**src/rtl/pipe_pkg.sv**
```systemverilog
// Shared PIPE control definitions: power states, RxStatus codes and responder FSM states.
// Build option PIPE_RATE_ACK_EN adds the RATE_CHG state and the Gen1 rate code.
package pipe_pkg;

    localparam logic [3:0] P0  = 4'd0;
    localparam logic [3:0] P0S = 4'd1;
    localparam logic [3:0] P1  = 4'd2;
    localparam logic [3:0] P2  = 4'd3;

    localparam logic [2:0] RXSTATUS_NONE     = 3'b000;
    localparam logic [2:0] RXSTATUS_DETECTED = 3'b011;

`ifdef PIPE_RATE_ACK_EN
    localparam logic [2:0] RATE_GEN1 = 3'd0;
`endif

    typedef enum logic [2:0] {
        RST_WAIT,
        IDLE,
        PWR_CHG,
        DETECT
`ifdef PIPE_RATE_ACK_EN
        , RATE_CHG
`endif
    } phy_state_e;

    // P1 and P2 keep the transmitter parked in electrical idle.
    function automatic logic is_tx_off_state(input logic [3:0] ps);
        return (ps == P1) || (ps == P2);
    endfunction

endpackage

```
**src/rtl/pipe_lat_counter.sv**
```systemverilog
// Loadable down-counter shared by the reset, power, detect and standby timers.
// expire flags the last counted cycle (count == 1); zero flags an idle counter.
module pipe_lat_counter #(
    parameter int unsigned CNT_W = 5
) (
    input  logic             pclk,
    input  logic             reset_n,
    input  logic             load,
    input  logic [CNT_W-1:0] load_val,
    output logic             expire,
    output logic             zero
);

    logic [CNT_W-1:0] cnt_q;
    logic [CNT_W-1:0] cnt_d;

    always_comb begin
        cnt_d = cnt_q;
        if (load) begin
            cnt_d = load_val;
        end else if (cnt_q != '0) begin
            cnt_d = cnt_q - CNT_W'(1);
        end
    end

    always_ff @(posedge pclk or negedge reset_n) begin
        if (!reset_n) begin
            cnt_q <= '0;
        end else begin
            cnt_q <= cnt_d;
        end
    end

    assign expire = (cnt_q == CNT_W'(1));
    assign zero   = (cnt_q == '0);

endmodule

```
**src/rtl/pipe_phy_ctrl_responder.sv**
```systemverilog
// PHY-side PIPE control responder: PhyStatus/RxStatus handshakes, RxElecIdle, RxStandbyStatus.
// Build option PIPE_RATE_ACK_EN adds the Rate input and a rate-change acknowledge.
module pipe_phy_ctrl_responder
    import pipe_pkg::*;
#(
    parameter int unsigned RESET_LATENCY   = 8,
    parameter int unsigned PWR_LATENCY     = 4,
    parameter int unsigned DETECT_LATENCY  = 16,
    parameter int unsigned STANDBY_LATENCY = 2,
    parameter int unsigned CNT_W           = 5
) (
    input  logic       pclk,
    input  logic       reset_n,
    input  logic [3:0] PowerDown,
    input  logic       TxDetectRx_Loopback,
    input  logic       TxElecIdle,
    input  logic       RxStandby,
    input  logic       rx_present,
    input  logic       link_idle,
`ifdef PIPE_RATE_ACK_EN
    input  logic [2:0] Rate,
`endif
    output logic       PhyStatus,
    output logic [2:0] RxStatus,
    output logic       RxElecIdle,
    output logic       RxStandbyStatus,
    output logic [3:0] PowerState,
    output logic       tx_line_idle,
    output logic       detect_busy
);

    // The reset timer is armed on the first cycle after release, hence one less.
    localparam logic [CNT_W-1:0] RST_LOAD = CNT_W'(RESET_LATENCY - 1);
    localparam logic [CNT_W-1:0] PWR_LOAD = CNT_W'(PWR_LATENCY);
    localparam logic [CNT_W-1:0] DET_LOAD = CNT_W'(DETECT_LATENCY);
    localparam logic [CNT_W-1:0] SB_LOAD  = CNT_W'(STANDBY_LATENCY);

    phy_state_e       state_q, state_d;
    logic             phy_status_q, phy_status_d;
    logic [2:0]       rx_status_q, rx_status_d;
    logic             rx_elec_idle_q, rx_elec_idle_d;
    logic             rx_standby_status_q, rx_standby_status_d;
    logic [3:0]       power_state_q, power_state_d;
    logic [3:0]       target_q, target_d;
    logic             tx_line_idle_q, tx_line_idle_d;
    logic             detect_busy_q, detect_busy_d;
    logic             standby_prev_q, standby_prev_d;
    logic             standby_filt_q, standby_filt_d;
`ifdef PIPE_RATE_ACK_EN
    logic [2:0]       rate_q, rate_d;
    logic [2:0]       rate_tgt_q, rate_tgt_d;
`endif

    logic             lat_load;
    logic [CNT_W-1:0] lat_val;
    logic             lat_expire;
    logic             lat_zero;
    logic             sb_edge;
    logic             sb_expire;
    logic             sb_zero;

    pipe_lat_counter #(.CNT_W(CNT_W)) u_lat_ctr (
        .pclk     (pclk),
        .reset_n  (reset_n),
        .load     (lat_load),
        .load_val (lat_val),
        .expire   (lat_expire),
        .zero     (lat_zero)
    );

    pipe_lat_counter #(.CNT_W(CNT_W)) u_sb_ctr (
        .pclk     (pclk),
        .reset_n  (reset_n),
        .load     (sb_edge),
        .load_val (SB_LOAD),
        .expire   (sb_expire),
        .zero     (sb_zero)
    );

    always_comb begin
        state_d       = state_q;
        phy_status_d  = 1'b0;
        rx_status_d   = RXSTATUS_NONE;
        power_state_d = power_state_q;
        target_d      = target_q;
        detect_busy_d = detect_busy_q;
        lat_load      = 1'b0;
        lat_val       = '0;
`ifdef PIPE_RATE_ACK_EN
        rate_d        = rate_q;
        rate_tgt_d    = rate_tgt_q;
`endif
        case (state_q)
            RST_WAIT: begin
                phy_status_d = 1'b1;
                if (lat_zero) begin
                    lat_load = 1'b1;
                    lat_val  = RST_LOAD;
                end
                if (lat_expire) begin
                    phy_status_d = 1'b0;
                    state_d      = IDLE;
                end
            end
            IDLE: begin
                if ((PowerDown != power_state_q) && (PowerDown <= P2)) begin
                    target_d = PowerDown;
                    state_d  = PWR_CHG;
                    lat_load = 1'b1;
                    lat_val  = PWR_LOAD;
                end else if (TxDetectRx_Loopback && (power_state_q == P1)) begin
                    detect_busy_d = 1'b1;
                    state_d       = DETECT;
                    lat_load      = 1'b1;
                    lat_val       = DET_LOAD;
`ifdef PIPE_RATE_ACK_EN
                end else if ((Rate != rate_q) &&
                             ((power_state_q == P0) || (power_state_q == P0S))) begin
                    rate_tgt_d = Rate;
                    state_d    = RATE_CHG;
                    lat_load   = 1'b1;
                    lat_val    = PWR_LOAD;
`endif
                end
            end
            PWR_CHG: begin
                if (lat_expire) begin
                    power_state_d = target_q;
                    phy_status_d  = 1'b1;
                    state_d       = IDLE;
                end
            end
            DETECT: begin
                // A dropped request abandons detection silently; it wins over expiry.
                if (!TxDetectRx_Loopback) begin
                    detect_busy_d = 1'b0;
                    state_d       = IDLE;
                end else if (lat_expire) begin
                    phy_status_d  = 1'b1;
                    rx_status_d   = rx_present ? RXSTATUS_DETECTED : RXSTATUS_NONE;
                    detect_busy_d = 1'b0;
                    state_d       = IDLE;
                end
            end
`ifdef PIPE_RATE_ACK_EN
            RATE_CHG: begin
                if (lat_expire) begin
                    rate_d       = rate_tgt_q;
                    phy_status_d = 1'b1;
                    state_d      = IDLE;
                end
            end
`endif
            default: begin
                state_d = IDLE;
            end
        endcase
    end

    always_comb begin
        rx_elec_idle_d = (power_state_q != P0) || link_idle;
        tx_line_idle_d = TxElecIdle || is_tx_off_state(power_state_q);
        standby_prev_d = RxStandby;
        sb_edge        = (RxStandby != standby_prev_q);
        standby_filt_d = standby_filt_q;
        // Settled means the last load has run out (or nothing is pending).
        if (!sb_edge && (sb_expire || sb_zero)) begin
            standby_filt_d = standby_prev_q;
        end
        rx_standby_status_d = (power_state_q == P0) && standby_filt_d;
    end

    always_ff @(posedge pclk or negedge reset_n) begin
        if (!reset_n) begin
            state_q             <= RST_WAIT;
            phy_status_q        <= 1'b1;
            rx_status_q         <= RXSTATUS_NONE;
            rx_elec_idle_q      <= 1'b1;
            rx_standby_status_q <= 1'b0;
            power_state_q       <= P1;
            target_q            <= P1;
            tx_line_idle_q      <= 1'b1;
            detect_busy_q       <= 1'b0;
            standby_prev_q      <= 1'b0;
            standby_filt_q      <= 1'b0;
`ifdef PIPE_RATE_ACK_EN
            rate_q              <= RATE_GEN1;
            rate_tgt_q          <= RATE_GEN1;
`endif
        end else begin
            state_q             <= state_d;
            phy_status_q        <= phy_status_d;
            rx_status_q         <= rx_status_d;
            rx_elec_idle_q      <= rx_elec_idle_d;
            rx_standby_status_q <= rx_standby_status_d;
            power_state_q       <= power_state_d;
            target_q            <= target_d;
            tx_line_idle_q      <= tx_line_idle_d;
            detect_busy_q       <= detect_busy_d;
            standby_prev_q      <= standby_prev_d;
            standby_filt_q      <= standby_filt_d;
`ifdef PIPE_RATE_ACK_EN
            rate_q              <= rate_d;
            rate_tgt_q          <= rate_tgt_d;
`endif
        end
    end

    assign PhyStatus       = phy_status_q;
    assign RxStatus        = rx_status_q;
    assign RxElecIdle      = rx_elec_idle_q;
    assign RxStandbyStatus = rx_standby_status_q;
    assign PowerState      = power_state_q;
    assign tx_line_idle    = tx_line_idle_q;
    assign detect_busy     = detect_busy_q;

endmodule

```
**config.mk**
```make
export PLATFORM = sky130hd
export DESIGN_NAME = pipe_phy_ctrl_responder
export DESIGN_NICKNAME = d
export VERILOG_FILES = /design/src/rtl/pipe_pkg.sv /design/src/rtl/pipe_lat_counter.sv /design/src/rtl/pipe_phy_ctrl_responder.sv
export SDC_FILE = /design/constraint.sdc
export NUM_CORES = 1
export LEC_CHECK = 0
export CAP_MARGIN = 25
export CELL_PAD_IN_SITES_DETAIL_PLACEMENT = 1
export CELL_PAD_IN_SITES_GLOBAL_PLACEMENT = 1
export CORE_MARGIN = 2
export CORE_UTILIZATION = 35
export DETAILED_ROUTE_END_ITERATION = 16
export PLACE_DENSITY_LB_ADDON = 0.1
export SLEW_MARGIN = 20
export SYNTH_ARGS = -nofsm -noshare
export SYNTH_HDL_FRONTEND = slang
export SYNTH_HIERARCHICAL = 1
export SYNTH_SLANG_ARGS = --single-unit
export TNS_END_PERCENT = 20
```
**constraint.sdc**
```tcl
create_clock -name pclk -period 4.2 [get_ports pclk]
set_input_delay 0.63 -clock pclk [delete_from_list [all_inputs] [get_ports pclk]]
set_output_delay 0.63 -clock pclk [all_outputs]
set_load 0.02 [all_outputs]
```
**Word level (Yosys, flattened, before mapping)**

Cells that the tools add are included.

- Bits of input ports: 11
- Flip-flop bits (word level): 31
- Word-level logic and storage cells: 83

- $add $sub $neg: 2
- Muxes and demuxes: 31
- Reduce and logical (&&, ||, !) cells: 23
- Eq/ne operators: 13
- Magnitude comparators: 1

Operators by type and width:

| kind | count |
|---|---|
| 5-bit two-way mux | 6 |
| 3-bit two-way mux | 5 |
| 1-bit two-way mux | 11 |
| 5-bit by 1-bit equality test with 1-bit output, second input constant | 2 |
| 5-bit logical NOT | 2 |
| 5-bit one-hot mux with 2 select lines | 1 |
| 5-bit nonzero test | 2 |
| 5-bit by 1-bit subtractor with 5-bit output, second input constant | 2 |
| 3-bit one-hot mux with 3 select lines | 1 |
| 4-bit by 2-bit equality test with 1-bit output, second input constant | 2 |
| 2-bit two-way mux | 4 |
| 3-bit by 2-bit equality test with 1-bit output, second input constant | 2 |
| 3-bit != test, second input constant | 2 |
| 2-bit nonzero test | 3 |
| 4-bit by 2-bit <= comparator with 1-bit output, second input constant | 1 |
| 1-bit logical AND | 4 |
| 4-bit logical NOT | 1 |
| 1-bit logical OR | 4 |
| 2-bit != test, second input constant | 2 |
| 4-bit != test | 1 |
| 1-bit one-hot mux with 2 select lines | 2 |
| 2-bit AND reduction | 2 |
| 4-bit AND reduction | 1 |
| 4-bit nonzero test | 1 |
| other kinds (6) | 6 |

**Longest topological paths before layout**

- Depth after elaboration: 6
- Mapped depth: 9

**Cells and area by module**

The synthesis kept the hierarchy.

Modules (own cells, without submodules):

| module | seq. area each (um^2) | instances | area an instance (um^2) | cells each |
|---|---|---|---|---|
| pipe_phy_ctrl_responder | 481.7 | 1 | 924.6 | 76 |
| pipe_lat_counter | 125.1 | 2 | 300.3 | 29 |

**Worst setup path after synthesis**

No wires, ideal clock.

- Kind: reg2reg
- Start point: register u_lat_ctr.cnt_q[0]
- End point: register u_lat_ctr.cnt_q[4]
- Period minus slack after synthesis: 2.072 ns
- Library setup time: 0.138 ns
- Path buffers: 1
- Slack: 2.128 ns
- Data required time: 4.062 ns
- Arrival time: 1.934 ns
- Stages on the path, launching flop included: 9
- Path through: dfrtp_1 -> inv_1 -> ha_1 -> nor4b_4 -> nor4b_2 -> a31oi_1 -> a21oi_1 -> clkbuf_1 -> o21ai_0

- Longest elaborated chain between the ends: 4
- Elaborated cells between the ends (all ways): 8
- Classes of those cells: add/sub (1); mux (4); reduce/logical (3)

Ends and longest elaborated chain:

| item | RTL line | RTL |
|---|---|---|
| start, declared | pipe_lat_counter.sv:14 | `logic [CNT_W-1:0] cnt_q;` |
| start signal, assigned | pipe_lat_counter.sv:30 | `cnt_q <= cnt_d;` |
| 5-bit logical NOT (*) | pipe_lat_counter.sv:35 | `assign zero = (cnt_q == '0);` |
| named net lat_zero | pipe_phy_ctrl_responder.sv:57 | `logic lat_zero;` |
| 1-bit two-way mux (*) | pipe_phy_ctrl_responder.sv:96 | `if (lat_zero) begin` |
| 1-bit one-hot mux with 2 select lines (*) | pipe_phy_ctrl_responder.sv:93 | `case (state_q)` |
| named net lat_load | pipe_phy_ctrl_responder.sv:54 | `logic lat_load;` |
| 5-bit two-way mux / 2-bit nonzero test (equally long branches) | n/a |  |

The timed path passes the listed nets; every way through them passes the cells marked *. The select of a mux whose other input is x is not followed.
A chain may end at the register's enable or synchronous reset.

**Final worst setup path**

Same ends and word-level chain as after synthesis.

==> flow_metrics.py <==
metrics = {
    "status": {
        "status": "finished clean",
    },
    "global_routing": {
        "antenna_found_initial": 0,
        "grt_pass1_wl_um": 5940,
        "grt_pass1_vias": 1195,
        "gr-total-overflow": 0,
        "grt_max_degree": 22,
        "track_usage_pct": 15.65,
    },
    "synth": {
        "yosys_warnings": 6,
        "synth.largest_area_cell": "dfrtp_1",
        "synth_cells": 134,
        "avgSynthCellArea_um2": 11.38,
        "synthArstFlopShare_pct": 100.0,
        "yosysTopAreaCellShare_pct": 39.38,
        "synthesis.area_mm2": 0.001525,
        "yosys-top-cells-area": "dfrtp_1, dfstp_2, nor4b_4, o31ai_1, xnor2_1",
        "synth_most_common_cell": "dfrtp_1",
        "synth_edf_count": 0,
        "synth-main-ff-cell": "dfrtp_1",
        "seq_area_frac_synth_pct": 47.99,
        "ys_ff_latch": 29,
        "ys_types": 40,
        "yosys-top-cells-count": "dfrtp_1, nand2_1, inv_1",
    },
    "routing": {
        "via_per_inst": 4.954,
        "firstDrtPassIters": 4,
        "via_count": 1075,
        "drcViolationCount": 0,
        "ant_nets": 0,
        "wirelength_um": 3378,
        "post_drt_wl_per_cell_um": 15.57,
        "drt-initial-drc-count": 31,
    },
    "placed_design": {
        "port_buffers": 21,
        "hpwl_um": 2513,
        "routabilityCongestion": 0.7568,
        "post-place-ws_ns": 1.539,
    },
    "sta": {
        "worstMarginPinSlew_ns": 0.7763,
        "clock.fmax_mhz": 378.8,
        "min_period_ns": 2.640,
        "grt_setup_unrepaired": "no",
        "slew_viol_final": 0,
        "min_period_over_period_pct": 62.85,
        "relSlewSlack_pct": 47.52,
        "setup_tns_ns": 0,
        "finalSetupViolations": 0,
        "finalHoldViolations": 0,
        "hold_ws_ns": 0.3193,
        "fin_ws_ns": 1.560,
        "fin_skew_ns": 0.001425,
    },
    "floorplan": {
        "die_area_mm2": 0.004902,
        "die_y_um": 70.02,
        "num_rows": 24,
        "start_util_pct": 35.77,
        "coreArea_mm2": 0.004264,
        "die_x_um": 70.02,
        "ios": 23,
    },
    "power_and_ir_drop": {
        "p_seq_share_pct": 42.7,
        "p_comb_share_pct": 30.2,
        "p_leak_nw": 0.7899,
        "internal_power_uw": 631.8,
        "p_clk_share_pct": 27.0,
        "swShare_pct": 32.58,
        "power_density_mw_per_mm2": 493.4,
        "ir_worst_vdd_mv": 0.2033,
        "p_sw_uw": 305.3,
    },
    "critical_path": {
        "crit_path_start_kind": "flop",
        "r2r_slack_ns": 1.56,
        "worstSetupEndpointType": "flop",
        "crit_fanout": 10,
        "arrival_ns": 2.77,
        "reg2reg_from": "u_lat_ctr/cnt_q[0]$_DFFE_PN0P_",
        "critPathKind": "reg2reg",
        "reg2reg_depth": 7,
        "worstReg2RegEnd": "u_lat_ctr/cnt_q[4]$_DFFE_PN0P_",
        "critPathRequiredTime_ns": 4.33,
    },
    "cts": {
        "cts_buffer_depth": 2,
        "post_cts_buffers": 0,
        "cts_resized": 0,
        "cts_made_buffers": 5,
        "clk_pin_slew_worst_paths_ns": 0.06,
        "holdBufCountCts": 0,
        "cts_root_buf": "clkbuf_8",
        "cts.htree.levels": 2,
        "clkSinkCount": 29,
        "insertion_delay_ns": 0.27,
        "cts_tree": "yes",
    },
    "hold_path": {
        "hp-class": "in2async",
    },
    "run": {
        "maxCapViolCount": 0,
    },
    "layout": {
        "finish.utilization_pct": 44.54,
        "syn_to_final_growth_pct": 24.53,
        "num_antenna_cells": 0,
        "final_nets": 179,
        "layout-drive-gt1-share_pct": 16.97,
    },
}
-- through the flow --
stage / power (mW) / std cells / cell area (um^2)
2_1_floorplan: 0.6079 / 140 / 1548
3_3_place_gp: 0.6824 / 209 / 1803
3_5_place_dp: 0.6942 / 209 / 1803
4_1_cts: 0.9562 / 217 / 1904
5_1_grt: 1.009 / 217 / 1899
6_report: 0.9371 / 217 / 1899
-- logic make-up (layout without fill, tap and decap cells) --
kind of cell,after synthesis,in the layout,synth area share (%)
other cells,2,8,0.4924
fa+ha+maj,4,4,3.282
mux,8,8,6.398
simple gates,41,41,18.87
buf+inv,13,38,3.773
flops,29,29,47.99
compound gates,28,28,14.03
xor+xnor,9,9,5.168
-- worst max-delay path: stages (launching register included) --
cell and delay (ns):
dfrtp_1 0.40, inv_1 0.11, ha_1 0.22, nor4b_4 0.37, nor4b_2 0.47, a31oi_1 0.09
a21oi_1 0.63, o21ai_0 0.19
-- worst max path at each step --
stage,from,endpoint,depth (start not counted)
global placement,u_lat_ctr/cnt_q[0]$_DFFE_PN0P_,u_lat_ctr/cnt_q[4]$_DFFE_PN0P_,7
CTS,u_lat_ctr/cnt_q[0]$_DFFE_PN0P_,u_lat_ctr/cnt_q[0]$_DFFE_PN0P_,7
detailed placement,u_lat_ctr/cnt_q[0]$_DFFE_PN0P_,u_lat_ctr/cnt_q[4]$_DFFE_PN0P_,7
global route,u_lat_ctr/cnt_q[0]$_DFFE_PN0P_,u_lat_ctr/cnt_q[0]$_DFFE_PN0P_,8
finish,u_lat_ctr/cnt_q[0]$_DFFE_PN0P_,u_lat_ctr/cnt_q[4]$_DFFE_PN0P_,7
floorplan,u_lat_ctr/cnt_q[0]$_DFFE_PN0P_,u_lat_ctr/cnt_q[4]$_DFFE_PN0P_,8
-- layout make-up --
type	instances	area, um^2
sequential	29	732.0
multi-input combinational	98	758.2
clock buffer	7	96.34
clock inverter	1	5.005
timing repair buffer	22	212.7
inverter	8	30.03
fill	486	2365
tap	52	65.06
-- power groups by stage --
stage                     sequential [mW]  combinational [mW]  clock [mW]
final                               0.401               0.283       0.253
after global routing                0.410               0.320       0.279
after CTS                           0.402               0.289       0.266
after detailed placement            0.407               0.287           0
after global placement              0.404               0.278           0
after floorplan                     0.398               0.209           0
-- cells in the final DEF (no fill, tap or decap), drive strengths merged --
master         synthesis  layout
ha                     4       4
dfrtp                 24      24
clkinv                 0       1
dfstp                  5       5
a21o                   1       1
clkbuf                 2       7
nand2b                 3       3
nand2                 11      11
o31ai                  7       7
mux2                   8       8
xor2                   3       3
o311ai                 1       1
a311oi                 1       1
xnor2                  6       6
o31a                   2       2
a21oi                  2       2
conb                   2       8
nor2b                  1       1
o32ai                  1       1
nand3b                 1       1
inv                    8       8
nor2                   6       6
o21a                   1       1
a31oi                  3       3
nor4b                  6       6
nor3b                  1       1
nand3                  3       3
and2                   2       2
nor3                   5       5
a2111oi                1       1
or2                    1       1
o21ai                  8       8
clkdlybuf4s50          0      20
buf                    3       2
or4                    1       1
-- state kept, by name (all words and copies together), names as in the netlist, 3 cells and up --
register / count
PowerState: 4
state_q: 3
target_q: 4
u_lat_ctr/cnt_q: 5
u_sb_ctr/cnt_q: 5
-- per-layer routing --
| layer | share of wire, % | GRT usage [%] | up-vias |
|---|---|---|---|
| li1 | - | - | 526 |
| met1 | 46 | 19.58 | 524 |
| met2 | 49 | 25.71 | 18 |
| met3 | 2.6 | 3.463 | 7 |
| met4 | 2.1 | 7.265 | 0 |
| met5 | 0 | 0 | - |
Note: power is estimated with default switching activity, not from simulation.
